$ cat src/rtl/fetch_stage.sv
// Fetch stage: PC register, PC+lookahead adder and IF/ID pipeline register with
// stall/flush/redirect handling and saturating stall/flush event counters.
module fetch_stage #(
    parameter int unsigned            WIDTH     = 32,
    parameter logic [WIDTH-1:0]       RESET_PC  = '0,
    parameter logic [WIDTH-1:0]       PC_STEP   = WIDTH'(32'd4),
    parameter logic [WIDTH-1:0]       LOOKAHEAD = WIDTH'(32'd8),
    parameter logic [WIDTH-1:0]       NOP_INSTR = '0,
    parameter int unsigned            CNT_W     = 16
) (
    input  logic             clock,
    input  logic             reset,
    input  logic             branch_taken,
    input  logic [WIDTH-1:0] branch_target,
    input  logic             stall,
    input  logic             flush,
    input  logic [WIDTH-1:0] instr_f,
    output logic [WIDTH-1:0] pc,
    output logic [WIDTH-1:0] pc_plus8,
    output logic [WIDTH-1:0] instr_d,
    output logic [WIDTH-1:0] pc_d,
    output logic             valid_d,
    output logic [CNT_W-1:0] stall_count,
    output logic [CNT_W-1:0] flush_count
);

    // Counters stick at all-ones rather than wrapping.
    function automatic logic [CNT_W-1:0] sat_inc(input logic [CNT_W-1:0] c);
        if (&c) begin
            return c;
        end else begin
            return c + CNT_W'(1'b1);
        end
    endfunction

    logic [WIDTH-1:0] r_pc;
    logic [WIDTH-1:0] r_instr_d;
    logic [WIDTH-1:0] r_pc_d;
    logic             r_valid_d;
    logic [CNT_W-1:0] r_stall_count;
    logic [CNT_W-1:0] r_flush_count;

    logic [WIDTH-1:0] w_pc_next;
    logic [WIDTH-1:0] w_instr_d_next;
    logic [WIDTH-1:0] w_pc_d_next;
    logic             w_valid_d_next;
    logic             w_stall_ev;
    logic             w_flush_ev;

    // A redirect overrides a stall; a stall that loses to a redirect is not counted.
    assign w_stall_ev = stall & ~branch_taken;
    assign w_flush_ev = branch_taken | flush;

    // Next PC: redirect, hold, or sequential step.
    always_comb begin
        w_pc_next = r_pc;
        if (branch_taken) begin
            w_pc_next = branch_target;
        end else if (stall) begin
            w_pc_next = r_pc;
        end else begin
            w_pc_next = r_pc + PC_STEP;
        end
    end

    // Next IF/ID contents: bubble on flush/redirect (beats stall), hold on stall.
    always_comb begin
        w_instr_d_next = r_instr_d;
        w_pc_d_next    = r_pc_d;
        w_valid_d_next = r_valid_d;
        if (w_flush_ev) begin
            w_instr_d_next = NOP_INSTR;
            w_pc_d_next    = r_pc;
            w_valid_d_next = 1'b0;
        end else if (stall) begin
            w_instr_d_next = r_instr_d;
            w_pc_d_next    = r_pc_d;
            w_valid_d_next = r_valid_d;
        end else begin
            w_instr_d_next = instr_f;
            w_pc_d_next    = r_pc;
            w_valid_d_next = 1'b1;
        end
    end

    // State registers.
    always_ff @(posedge clock or posedge reset) begin
        if (reset) begin
            r_pc          <= RESET_PC;
            r_instr_d     <= NOP_INSTR;
            r_pc_d        <= '0;
            r_valid_d     <= 1'b0;
            r_stall_count <= '0;
            r_flush_count <= '0;
        end else begin
            r_pc      <= w_pc_next;
            r_instr_d <= w_instr_d_next;
            r_pc_d    <= w_pc_d_next;
            r_valid_d <= w_valid_d_next;
            if (w_stall_ev) begin
                r_stall_count <= sat_inc(r_stall_count);
            end
            if (w_flush_ev) begin
                r_flush_count <= sat_inc(r_flush_count);
            end
        end
    end

    assign pc          = r_pc;
    assign pc_plus8    = r_pc + LOOKAHEAD;
    assign instr_d     = r_instr_d;
    assign pc_d        = r_pc_d;
    assign valid_d     = r_valid_d;
    assign stall_count = r_stall_count;
    assign flush_count = r_flush_count;

endmodule
$ cat config.mk
export PLATFORM = sky130hd
export DESIGN_NAME = fetch_stage
export DESIGN_NICKNAME = d
export VERILOG_FILES = /design/src/rtl/fetch_stage.sv
export SDC_FILE = /design/constraint.sdc
export NUM_CORES = 1
export LEC_CHECK = 0
export ABC_AREA = 1
export ABC_CLOCK_PERIOD_IN_PS = 3900
export BUFFER_PORTS_ARGS = -buffer_cell sky130_fd_sc_hd__buf_4
export CAP_MARGIN = 20
export CELL_PAD_IN_SITES_DETAIL_PLACEMENT = 1
export CELL_PAD_IN_SITES_GLOBAL_PLACEMENT = 1
export CORE_ASPECT_RATIO = 2
export CORE_MARGIN = 2
export CORE_UTILIZATION = 33
export DETAILED_ROUTE_END_ITERATION = 12
export GPL_TIMING_DRIVEN = 0
export PLACE_DENSITY_LB_ADDON = 0.1
export SKIP_LAST_GASP = 1
export SLEW_MARGIN = 20
export SYNTH_ARGS = -nofsm -noshare
export SYNTH_HDL_FRONTEND = slang
export SYNTH_SLANG_ARGS = --single-unit
$ cat constraint.sdc
create_clock -name clock -period 3.9 [get_ports clock]
set_input_delay 0.39 -clock clock [delete_from_list [all_inputs] [get_ports clock]]
set_output_delay 0.39 -clock clock [all_outputs]
set_load 0.02 [all_outputs]
### Word level (Yosys, flattened, before mapping)

Index checks and enable logic that the tools add are counted.

| word-level totals | value |
|---|---|
| bits in registers | 129 |
| input bits | 69 |
| output and inout bits | 161 |
| logic and storage cells | 29 |

| cells by class | value |
|---|---|
| multiplexer cells | 8 |
| eq/ne operators | 2 |
| add/subtract/negate cells | 4 |
| bitwise operators | 5 |
| reduce and logical (&&, ||, !) cells | 4 |

Operators with widths:

| kind | count |
|---|---|
| two-way mux 32 bit | 6 |
| adder 16 x 1 -> 16 bit, second input constant | 2 |
| adder 32 x 3 -> 32 bit, second input constant | 1 |
| adder 32 x 4 -> 32 bit, second input constant | 1 |
| AND reduction 16 bit | 2 |
| AND reduction 2 bit | 2 |
| inverter 1 bit | 3 |
| two-way mux 1 bit | 2 |
| inequality test 2 x 1 -> 1 bit, second input constant | 1 |
| inequality test 2 bit, second input constant | 1 |
| AND 1 bit | 1 |
| OR 1 bit | 1 |

### Longest topological paths before layout

Gate-level depths: netlist (run 1).

| logic depth | value |
|---|---|
| word-level depth | 3 |
| gate-level depth with buffers | 9 |
| gate-level depth less buffers | 9 |

### Worst setup path after synthesis (run 1)

No wires, ideal clock.

| path | value |
|---|---|
| path type | register to output |
| start | register r_pc[4], in the netlist pc[4] |
| end | output port pc_plus8[21] |
| required time | 3,510 ps |
| slack | 1,838 ps |
| arrival | 1,672 ps |
| stages on the path, launching flop included | 7 |
| path through | dfrtp_1 ha_1 nand3_2 nor2_2 nand2_1 nor2_1 xor2_1 |

| on the way | value |
|---|---|
| cells in the longest elaborated chain, start to end | 1 |

Ends and longest elaborated chain:

| item | line | text |
|---|---|---|
| start: declaration | 36 | `logic [WIDTH-1:0] r_pc;` |
| start signal: assignment | 96 | `r_pc <= w_pc_next;` |
| adder 32 x 4 -> 32 bit | 110 | `assign pc_plus8 = r_pc + LOOKAHEAD;` |
| end: declaration | 19 | `output logic [WIDTH-1:0] pc_plus8,` |

No other way between the ends.

### Worst setup path in the final report (run 1)

| path | value |
|---|---|
| start | register r_pc[4], in the netlist pc[4] |
| end | output port pc_plus8[27] |

The elaborated chain is that of the path after synthesis.

==> impl_summary.md, run 1 <==
Die
The die boundary width is ~110 um. In this run the count of I/O pins placed on the die edge is 230. The starting density of the core is approximately a third. The count of standard-cell rows is 76. The die covers 23100 um2. The die boundary height is about 210 um.

The total core area is about 21000 um2.

Drt
The first detailed-routing pass took 5 iterations. The met3 routed wirelength is around 1200 um. The overall via count from detail_route is between 7000 and 8000. The detailed-route wire length is around 28000 um.

The antenna violation net count after detailed routing is 0. After detailed routing, the average wire length per cell comes to ~19 um. After detailed routing, the wire length on met1 is 9110 um.

After detailed routing, the met2 layer carries 16300 um of wire. For this run, design rule violations remaining after detail routing come to 0. The highest layer touched by signal routing is met4. For this block, the initial DRC count from the detailed router was between 200 and 300. Using the TritonRoute via totals, the vias-per-cell ratio works out to 4.91.

Synth
The number of synthesized flops with an enable pin is 0. The net count after synthesis is between 1000 and 1500. The share of the synthesized area in compound gates (AO/OA/AOI/OAI) is about 6%. For this run, the number of Yosys warnings is 0.

Ranked by total cell area, the synthesized netlist is headed by dfrtp_1 45%, nand2_1 16%, nand3_1 8.6%. After synthesis, the most frequently instantiated cells are 309 x nand2_1, 129 x dfrtp_1, 124 x nand3_1. Synthesis handed over a netlist of around 950 instances.

After synthesis, the share of flip-flops with an asynchronous set or reset is 100%. The dominant synthesized flop cell is dfrtp_1. The biggest area contributor in the post-synthesis netlist is dfrtp_1. The sequential element share of the synthesized area is 44.8%. The synthesized design contains about 130 register bits. By area, the combinational part of the netlist is dominated by simple AND/OR/NAND/NOR gates. Of the post-synthesis cell area, the part taken by muxes is less than 1%. In this run the mean area of a mapped cell was between 7 and 8 um2. The post-synthesis share of cell area spent on xor and xnor gates is a little under 6%. The number of distinct standard cells referenced by the synthesized netlist is 40. The area of the mapped netlist is between 7000 and 8000 um2.

The post-synthesis adder-cell area fraction is 0.695%. The share of synthesized area in the top cell type comes to ~45%. The most used standard cell by instance count after synthesis is nand2_1. Of the total synthesized cell area, the portion taken by AND, OR, NAND and NOR gates is 35.2%.

Clocking
The number of levels in the clock H-tree is 4. The maximum clock path buffer count is 2. The clock transition time at the flip-flop clock pins of the worst setup and hold paths is 0.06 ns.

The total CTS buffers is 17. The later pin in the worst-skew pair is clocked with a latency of about 0.45 ns. The clock tree root buffer cell is clkbuf_16. TritonCTS built the clock tree. Counting every sink on the clock net gives around 130.

Timing
The worst hold slack after final layout is 0.155 ns. The worst path uses between 70% and 80% of the clock period. The max-slew violation count is 0. The number of failing hold endpoints at the final stage is 0.

The worst slew margin relative to its limit is a little over half. The upper clock frequency limit is around 360 MHz. The summed negative setup slack over all endpoints is 0 ns. Setup repair after global routing left no endpoint under its margin.

Clock skew on the completed layout was measured at between 0.006 and 0.007 ns. Setup violations remaining at the end of the flow were counted as 0. The minimum clock period is roughly 2.8 ns.

For the pin with the worst max-slew slack, the measured transition is a little over 0.7 ns.

Critical path
In this design, the stage delay of the slowest critical-path cell is 0.48 ns. On the critical path, the stage with the largest delay is an instance of dfrtp_1. The startpoint-to-endpoint class of the critical path is flop to output pin. The signal on the critical path passes through ha_1 -> nand3_2 -> inv_2 -> nand2_2 -> nor2_2 -> nand2_1 -> xor2_1 -> buf_4. Data on the critical path is required at its endpoint by 3.51 ns. The worst setup path is captured at an output pin. STA classifies the critical path startpoint as a flop.

The maximum fanout along the worst path is 8. The arrival time reported for the critical path endpoint is about 2.4 ns.

Finish
The area added between synthesis and finish is 37.2%. The finished cells cover 9880 um2. The fraction of final layout cells sized beyond drive strength 1 is between 20% and 30%. The antenna cell count is 0. The net count of the finished layout is 1270. For this run, the share of the core covered by cells in the final layout is around 46%.

Global route
The total routing usage reported by global routing is 24.7%. For this run the aggregate overflow at the end of global routing stands at 0. The first global-routing pass estimated ~42000 um of wire.

Entering global routing, the biggest net connects 77 pins. The number of antenna violations at the first check in global routing is 0. The number of global-route vias before repair was about 8000.

Place
Once detailed placement completed, the half-perimeter wirelength came to 22000 um. The instance area after placement is 9280 um2. The weighted congestion at the end of routability-driven global placement is 0.855.

Buffers placed on the I/O ports in this run total about 230.

Worst hold path
The path class of the tightest hold or removal check is input pin to flop.

Flow run
The tool flagged a number of max-cap violations equal to 0.

Power
The analysis attributes to cell leakage a power of ~5 nW. The maximum ir drop on the vdd rail is approximately 250 uV. Summing internal, switching and leakage power gives 4.30 mW. The total power per unit cell area is roughly 440 nW/um2.

Run status
The run finished with clean final reports.
## area by class of cell
type,count,area [um2]
tap,273,342
timing repair buffer,229,1740
multi-input combinational,702,3460
fill,2691,11600
sequential,129,3230
inverter,82,318
buffer,36,204
clock inverter,11,110
clock buffer,21,480
## timing repair
item / in CTS / in global routing
gates resized for setup: 0 / 0
endpoints found under the setup margin: 0 / 0
hold endpoints to repair: 53 / 0
setup buffers: 0 / 0
hold buffers: 1 / 0
## final timing paths
check	cells past startpoint	slack [ns]	end	from
worst max-delay path	8	1.12	pc_plus8[27]	pc[4]$_DFFE_PP0N_
worst min-delay path	3	0.15	pc[7]$_DFFE_PP0N_	branch_target[7]
worst max register to register	8	1.96	pc[15]$_DFFE_PP0N_	pc[4]$_DFFE_PP0N_
worst min register to register	1	0.51	pc_d[2]$_DFFE_PP0P_	pc_d[2]$_DFFE_PP0P_
max in group asynchronous	4	2.63	pc[24]$_DFFE_PP0N_	reset
min in group asynchronous	3	0.53	instr_d[4]$_DFFE_PP0P_	reset
## cell usage in the layout (no fill, tap or decap), types with 17 or more instances in the layout
cell	Yosys	final
buf_2	18	18
a21oi_1	30	30
nor2_1	86	86
o21ai_0	23	23
nand2_1	309	309
nand3_1	124	124
inv_1	70	69
dfrtp_1	129	129
clkbuf_16	0	17
xor2_1	37	37
nor2_2	17	17
buf_4	4	231
## per-stage QoR
step / std cells / setup WS [ns]
5_1_grt: 1483 / 1.04
2_1_floorplan: 949 / 0.0690
3_5_place_dp: 1450 / 1.63
4_1_cts: 1483 / 1.10
6_report: 1483 / 1.12
3_3_place_gp: 1449 / -1.95
## logic make-up after synthesis
| group | after synthesis |
|---|---|
| AOI/OAI and AO/OA | 75 |
| xor gates and xnor gates | 48 |
| adders and majority gates | 4 |
| buffers and inverters | 118 |
| DFF | 129 |
| muxes | 2 |
| and+or+nand+nor | 573 |
## state kept, by name (all words and copies together), names as in the netlist
register,cells
valid_d,1
pc_d,32
flush_count,16
stall_count,16
pc,32
instr_d,32
## metal layers
metal	up-vias	track usage, %
met2	191	49.5
li1	3506	-
met5	-	0
met1	3538	22.0
met4	0	13.2
met3	46	5.07
## power breakdown
| part | internal (mW) | switching, mW | total [mW] | leakage, nW |
|---|---|---|---|---|
| combinational | 0.408 | 0.613 | 1.02 | 3.08 |
| sequential | 1.47 | 0.174 | 1.64 | 1.65 |
| clock | 0.998 | 0.636 | 1.63 | 0.294 |
| total | 2.88 | 1.42 | 4.30 | 5.02 |
## critical path: cells and delay by family (launching register included)
family / cells / cell delay [ns]
flip-flops: 1 / 0.48
buffers and inverters: 2 / 0.30
AND/OR/NAND/NOR: 4 / 0.56
adder cells (fa/ha/maj): 1 / 0.31
XOR/XNOR: 1 / 0.28
Note: power is estimated with default switching activity, not from simulation.
==> run 2: changes to the inputs <==
--- a/config.mk
+++ b/config.mk
@@ -6,14 +6,14 @@
 export NUM_CORES = 1
 export LEC_CHECK = 0
 export ABC_AREA = 1
-export ABC_CLOCK_PERIOD_IN_PS = 3900
+export ABC_CLOCK_PERIOD_IN_PS = 2800
 export BUFFER_PORTS_ARGS = -buffer_cell sky130_fd_sc_hd__buf_4
 export CAP_MARGIN = 20
 export CELL_PAD_IN_SITES_DETAIL_PLACEMENT = 1
 export CELL_PAD_IN_SITES_GLOBAL_PLACEMENT = 1
 export CORE_ASPECT_RATIO = 2
 export CORE_MARGIN = 2
-export CORE_UTILIZATION = 33
+export CORE_UTILIZATION = 37
 export DETAILED_ROUTE_END_ITERATION = 12
 export GPL_TIMING_DRIVEN = 0
 export PLACE_DENSITY_LB_ADDON = 0.1
==> constraint.sdc (replaced) <==
create_clock -name clock -period 2.8 [get_ports clock]
set_input_delay 0.28 -clock clock [delete_from_list [all_inputs] [get_ports clock]]
set_output_delay 0.28 -clock clock [all_outputs]
set_load 0.02 [all_outputs]
==> run 2 against run 1 <==
  * First-iteration DRC count fell by 25%
  * Sequential cell count is the same
  * Largest cell class unchanged
  * Non-clock buffer count up 3
  * Critical endpoint is now pc_plus8[22]
  * Total power up 44%
  * Critical path depth shrank 1
  * Combinational power increased by 40%
  * Global-route usage up 2.1 points
  * Sequential share of layout area shrank 0.30 points
==> impl_summary.md, run 2 (synthesis results as in run 1) <==
Timing
The actual transition at the worst max-transition pin is 0.705 ns (-0.00728 ns). Derived from the worst setup path, the maximum achievable clock frequency is 378 MHz. The period utilization is between 90% and 100%. The max-slew violation count is 0 (unchanged). The summed negative setup slack over all endpoints is 0 ns (unchanged).

The worst hold slack after final layout came to 0.0495 ns (-0.105 ns). Setup repair after global routing left no endpoint under its margin. The worst slew margin relative to its limit is 52.9% (+0.39 points). The total of endpoints with negative setup slack in the final report came to 0 (unchanged).

The minimum clock period is between 2 and 3 ns. The number of failing hold endpoints at the final stage is 0 (unchanged). The maximum clock skew at final layout was 0.00700 ns (+0.000391 ns).

Clocking
The total CTS buffers is 17 (unchanged). Clock tree synthesis selected as its root buffer the cell clkbuf_16. TritonCTS built the clock tree.

The number of sinks on the clock net was 129 (unchanged). The clock latency reported for the late side of the worst-skew pair is 0.44 ns (about the same). The number of levels in the clock H-tree is 4 (unchanged). The count of hold-fix buffers inserted at cts is 1 (unchanged). The maximum clock path buffer count is 2 (unchanged). The clock transition time at the flip-flop clock pins of the worst setup and hold paths came to 0.06 ns (about the same). The number of resized instances in the post-cts repair step is 0 (unchanged). The number of buffers added for setup after CTS was 0 (unchanged).

Finish
The antenna cell count was 0 (unchanged). The total number of nets in the final design was 1273 (+0.24%). The post-route non-filler standard cell count is 1472 (-0.74%). The commonest non-fill, non-tap cell in the layout is nand2_1.

The area growth from synthesis to layout is 38.5%. The final cell utilization of the core is 52.0% (+6.0 points). The area of all placed cells without fillers is 9970 um2 (+0.94%). Leaving out fill and tap cells, the most frequent cells in the layout are 309 x nand2_1, 231 x buf_4, 129 x dfrtp_1. The fraction of final layout cells sized beyond drive strength 1 is 28.7% (+0.094 points).

Die
The die boundary width is 103 um (-5.4%). The starting density of the core was 37.5% (+4.0 points). The full die area is 20700 um2 (-11%). The count of standard-cell rows is 72 (-5.3%).

The number of top-level design ports is 230 (unchanged). The total core area was 19200 um2 (-11%). The die boundary height came to 201 um (-5.5%).

Critical path
In this run the critical register-to-register path is captured at pc[15]$_DFFE_PP0N_. The slack of the worst reg-to-reg path is 0.88 ns (-1.08 ns). The critical path's largest stage delay was 0.52 ns (+0.04 ns).

The worst-case reg-to-reg path depth was 8 (unchanged). The arrival time reported for the critical path endpoint is 2.36 ns (-0.03 ns). The capturing element type of the critical path is an output pin. The highest-delay cell along the critical path is dfrtp_1. Walking the worst path, the cells encountered are nand2_1 -> nor2_1 -> inv_2 -> nor2_2 -> nand2_1 -> xor2_1 -> buf_4.

The most numerous cell on the critical path is nand2_1. The start of the worst register-to-register path is pc[4]$_DFFE_PP0N_. The cell class contributing the biggest share of worst-path delay is simple AND/OR/NAND/NOR gates. The data required time at the worst endpoint is 2.52 ns (-0.99 ns).

The number of buffer and inverter stages on the critical path is 2 (unchanged). The maximum fanout along the worst path is 5 (-3). The worst setup path is launched from a flop. The critical path is of the flop to output pin type.

Global route
The global route total overflow came to 0 (unchanged). The met2 global-route usage was 51.9% (+2.4 points). The number of antenna violations at the first check in global routing came to 0 (unchanged). The wire length of the first global-routing pass is 41700 um (-1.2%). The total routing usage reported by global routing is 26.7% (+2.1 points).

The met3 usage is 6.43% (+1.4 points). After global routing, the most crowded layer is met2. The met1 layer usage reported by global route is 23.8% (+1.8 points). The pin count of the biggest net entering global routing is 30 (-61%). The number of global-route vias before repair is 7984 (+2.0%).

Place
The HPWL reported at the end of detailed placement is 21300 um (-3.4%). The weighted congestion at the end of routability-driven global placement is 0.865 (+1.1%). The instance area after placement was 9310 um2 (+0.34%). The number of buffers added on ports is 227 (unchanged). The placed instance count is 1439 (-0.76%).

Worst hold path
The number of cells traversed by the worst hold path was 3 (unchanged). The end point of the most critical hold path is pc[0]$_DFFE_PP0P_. In this run the worst hold path is classified as input pin to flop. The startpoint identified for the worst hold timing path is branch_target[0].

Drt
The number of design rule violations left after detail routing is 0 (unchanged). The antenna violation net count after detailed routing is 0 (unchanged). The initial DRC count is 206 (-25%).

The iteration count of the initial detailed-routing pass is 5 (unchanged). The overall via count from detail_route was 7352 (+0.98%). The average wire length per cell after detail routing is 18.1 um (-3.5%).

The vias per cell was 4.99 (+1.7%). The detailed-route wire length is 26700 um (-4.2%).

Power
The total power per unit cell area is 622 nW/um2 (+43%). The maximum ir drop on the vdd rail came to 389 uV (+55%). The leakage power is 5.06 nW (+0.68%).

Flow run
The number of max-cap violations is 0 (unchanged).

Run status
The run finished with clean final reports.
## run 2: cell types whose count changed in the layout (fill, tap and decap cells not counted), sizes merged
cell and delta:
clkinvlp +2, clkbuf -2, clkinv -3, buf +3, bufinv +3
## run 2: through the flow
stage	power, mW	setup WS (ns)
floorplan	3.04	0.848
global placement	3.71	-0.147
detailed placement	3.75	0.652
CTS	6.28	0.159
global route	6.48	0.0608
finish	6.21	0.155
## run 2: layout make-up
cell class                 count  area, um2
sequential                   129       3230
multi-input combinational    702       3460
inverter                      82        314
buffer                        36        204
tap                          259        324
clock buffer                  19        443
timing repair buffer         232       1790
clock inverter                13        209
fill                        2420       9210
## run 2: worst min-delay path: cells and delay by family
kind / cells / cell delay, ns
buf+inv: 1 / 0.07
compound gates: 1 / 0.06
simple gates: 1 / 0.04
## run 2: how the worst max path moves through the flow
stage,depth (start not counted),startpoint,end
floorplan,6,pc[4]$_DFFE_PP0N_,pc_plus8[21]
global route,8,pc[4]$_DFFE_PP0N_,pc_plus8[29]
detailed placement,7,pc[10]$_DFFE_PP0N_,pc_plus8[22]
global placement,2,reset,pc_d[2]$_DFFE_PP0P_
finish,7,pc[10]$_DFFE_PP0N_,pc_plus8[22]
CTS,7,pc[4]$_DFFE_PP0N_,pc_plus8[21]
## run 2: where the power goes
group	switching, mW	internal [mW]	leakage (nW)	total [mW]
clock network	0.894	1.60	0.310	2.50
registers	0.233	2.05	1.65	2.28
logic	0.853	0.576	3.09	1.43
total	1.98	4.23	5.06	6.21
## run 2: metal layers
layer  part of all wire, %  wire (um)
met5                     0          0
met4                   5.2       1380
met3                   4.8       1290
met1                    33       8700
met2                    57      15300
==> run 3: changes to the inputs <==
==> constraint.sdc (replaced) <==
create_clock -name clock -period 2.8 [get_ports clock]
set_input_delay 0.28 -clock clock [delete_from_list [all_inputs] [get_ports clock]]
set_output_delay 0.28 -clock clock [all_outputs]
set_load 0.1 [all_outputs]
==> run 3 against run 2 <==
  * Wire length grew 2.1%
  * Highest routed layer unchanged
  * Via count shrank 0.31%
  * Cell count is essentially flat
  * Clock power shrank 4%
  * Fmax shrank 0.26%
  * First-iteration DRC count shrank 4.9%
==> impl_summary.md, run 3 (synthesis results as in run 1) <==
Drt
The antenna violation net count after detailed routing is 0 (unchanged). The number of design rule violations left after detail routing was 0 (unchanged). The vias per cell is 4.98 (-0.38%). The iteration count of the initial detailed-routing pass is 4 (-1). The initial DRC count is 196 (-4.9%).

The detailed-route wire length came to 27300 um (+2.1%). The average wire length per cell after detail routing is 18.5 um (+2.1%). The overall via count from detail_route is 7329 (-0.31%).

Die
The total core area is 19200 um2 (unchanged). The count of standard-cell rows is 72 (unchanged). The die boundary width was 103 um (unchanged). The die boundary height is 201 um (unchanged).

The number of top-level design ports is 230 (unchanged). The full die area was 20700 um2 (unchanged). The starting density of the core is 37.5% (unchanged).

Timing
The worst slew margin relative to its limit came to 54.1% (+1.2 points). The actual transition at the worst max-transition pin was 0.689 ns (-0.0160 ns). The total of endpoints with negative setup slack in the final report is 0 (unchanged). The worst hold slack after final layout was 0.0551 ns (+0.00559 ns). The period utilization was 94.7% (+0.25 points). The max-slew violation count was 0 (unchanged). The number of failing hold endpoints at the final stage is 0 (unchanged). Setup repair after global routing left no endpoint under its margin.

The maximum clock skew at final layout is 0.00930 ns (+0.00230 ns). The upper clock frequency limit is 377 MHz (-0.26%). The minimum clock period is 2.65 ns (+0.00692 ns).

Critical path
The arrival time reported for the critical path endpoint is 2.37 ns (about the same). The worst-case reg-to-reg path depth is 8 (unchanged). The maximum fanout along the worst path is 7 (+2). The start of the worst register-to-register path is stall_count[0]$_DFFE_PP0P_.

The slack of the worst reg-to-reg path is 0.99 ns (+0.11 ns). STA classifies the critical path endpoint as an output pin. The kind of start point of the critical path is a flop.

The worst setup path is of the flop to output pin kind. The endpoint identified for the worst register-to-register timing path is stall_count[4]$_DFFE_PP0P_. The data required time at the worst endpoint is 2.52 ns (about the same).

Global route
The global route total overflow is 0 (unchanged). The total routing usage reported by global routing is 27.0% (+0.30 points). In this run the most used layer during global routing was met2. The number of antenna violations at the first check in global routing is 0 (unchanged). The met3 usage is 5.59% (-0.83 points). The met2 global-route usage is 52.6% (+0.72 points).

The pin count of the biggest net entering global routing came to 27 (-10%). The met1 layer usage reported by global route came to 25.4% (+1.6 points). The wire length of the first global-routing pass is 42300 um (+1.4%). The number of global-route vias before repair was 7994 (+0.13%).

Clocking
TritonCTS built the clock tree. The clock transition time at the flip-flop clock pins of the worst setup and hold paths is 0.06 ns (about the same). The clock latency reported for the late side of the worst-skew pair is 0.43 ns (about the same). The maximum clock path buffer count was 2 (unchanged). The clock tree root buffer cell is clkbuf_16. The number of sinks on the clock net is 129 (unchanged). The total CTS buffers was 17 (unchanged). The number of levels in the clock H-tree is 4 (unchanged).

The number of buffers added for setup after CTS came to 0 (unchanged).

Worst hold path
In this run the worst hold path is classified as input pin to flop. The startpoint of the tightest hold check path is branch_target[0]. The end point of the most critical hold path is pc[0]$_DFFE_PP0P_. The number of cells traversed by the worst hold path is 3 (unchanged).

Place
The instance area after placement is 9710 um2 (+4.2%). The weighted congestion at the end of routability-driven global placement is 0.841 (-2.8%). The number of buffers added on ports is 227 (unchanged).

The HPWL reported at the end of detailed placement is 21600 um (+1.4%).

Flow run
The number of max-cap violations is 0 (unchanged).

Run status
The run finished with clean final reports.

Finish
From synthesis to final layout, the design area changed by 44.2%. The commonest non-fill, non-tap cell in the layout is nand2_1. The total number of nets in the final design came to 1274 (+0.079%).

The area of all placed cells without fillers is 10400 um2 (+4.1%). The sequential cell area is 3240 um2 (+0.27%). In the layout the commonest cells are 308 x nand2_1, 226 x buf_4, 124 x nand3_1. The fill cell total of the finished layout came to 2381 (-1.6%). The final cell utilization of the core was 54.1% (+2.1 points). The area taken by multi-input logic gates is 3840 um2 (+11%). The fraction of final layout cells sized beyond drive strength 1 came to 31.3% (+2.6 points). The antenna cell count came to 0 (unchanged).

Power
The total power per unit cell area is 737 nW/um2 (+18%). The total power draw is 7.65 mW (+23%). The maximum ir drop on the vdd rail is 679 uV (+74%). The leakage power is 5.11 nW (+1.1%).
## run 3: cell count changes in the layout (fill, tap and decap cells not counted), moves of 2 or more
cell,change
buf_16,+2
dfrtp_2,+7
xor2_2,+5
xor2_1,-22
dfrtp_1,-7
buf_4,-5
nor2_4,+3
xor2_4,+17
nor2_1,-2
buf_6,+5
## run 3: critical path: stages, from the launching register on
cell and delay, ns:
dfrtp_2 0.52, nand2_2 0.12, nor2_2 0.24, nand2_1 0.14, nor2_1 0.23, nand2_1 0.16, xor2_4 0.21, buf_4 0.32
## run 3: power breakdown
part           total, mW  internal (mW)  switching (mW)  leakage [nW]
registers           2.29           2.05           0.240          1.64
logic               2.97          0.621            2.35          3.18
clock network       2.39           1.49           0.894         0.290
## run 3: stage by stage
step                setup WS (ns)  setup TNS, ns  instances
floorplan                  -0.621          -2.89        949
global placement           -0.386         -21.53       1435
detailed placement          0.275              0       1440
CTS                        0.0281              0       1473
global route               0.0133              0       1473
finish                      0.148              0       1473
## run 3: worst max path at each step
stage                             startpoint           endpoint  slack [ns]  depth (start not counted)
after floorplan            pc[7]$_DFFE_PP0N_       pc_plus8[15]       -0.62                          5
final                     pc[16]$_DFFE_PP0N_       pc_plus8[28]        0.15                          7
after global routing       pc[6]$_DFFE_PP0N_       pc_plus8[30]        0.01                          7
after CTS                  pc[4]$_DFFE_PP0N_       pc_plus8[21]        0.03                          7
after detailed placement   pc[4]$_DFFE_PP0N_       pc_plus8[21]        0.27                          7
after global placement                 reset  pc[3]$_DFFE_PP0N_       -0.39                          2
## run 3: layout make-up
type	count	area share [%]
Multi-Input combinational cell	702	37.0
Clock inverter	13	1.80
Timing Repair Buffer	233	17.8
Sequential cell	129	31.2
Clock buffer	19	4.17
Buffer	36	1.96
Inverter	82	3.02
Tap cell	259	3.12
## run 3: repair_timing
item | CTS | global route
endpoints found under the setup margin | 5 | 10
gates resized for setup | 5 | 11
hold buffers | 1 | 0
hold endpoints to repair | 20 | 0
## run 3: metal layers
metal  wire length (um)  share of wire [%]  vias up
li1                   -                  -     3501
met1               8920                 33     3555
met2              15800                 58      207
met3               1340                4.9       66
met4               1210                4.4        0
met5                  0                  0        -
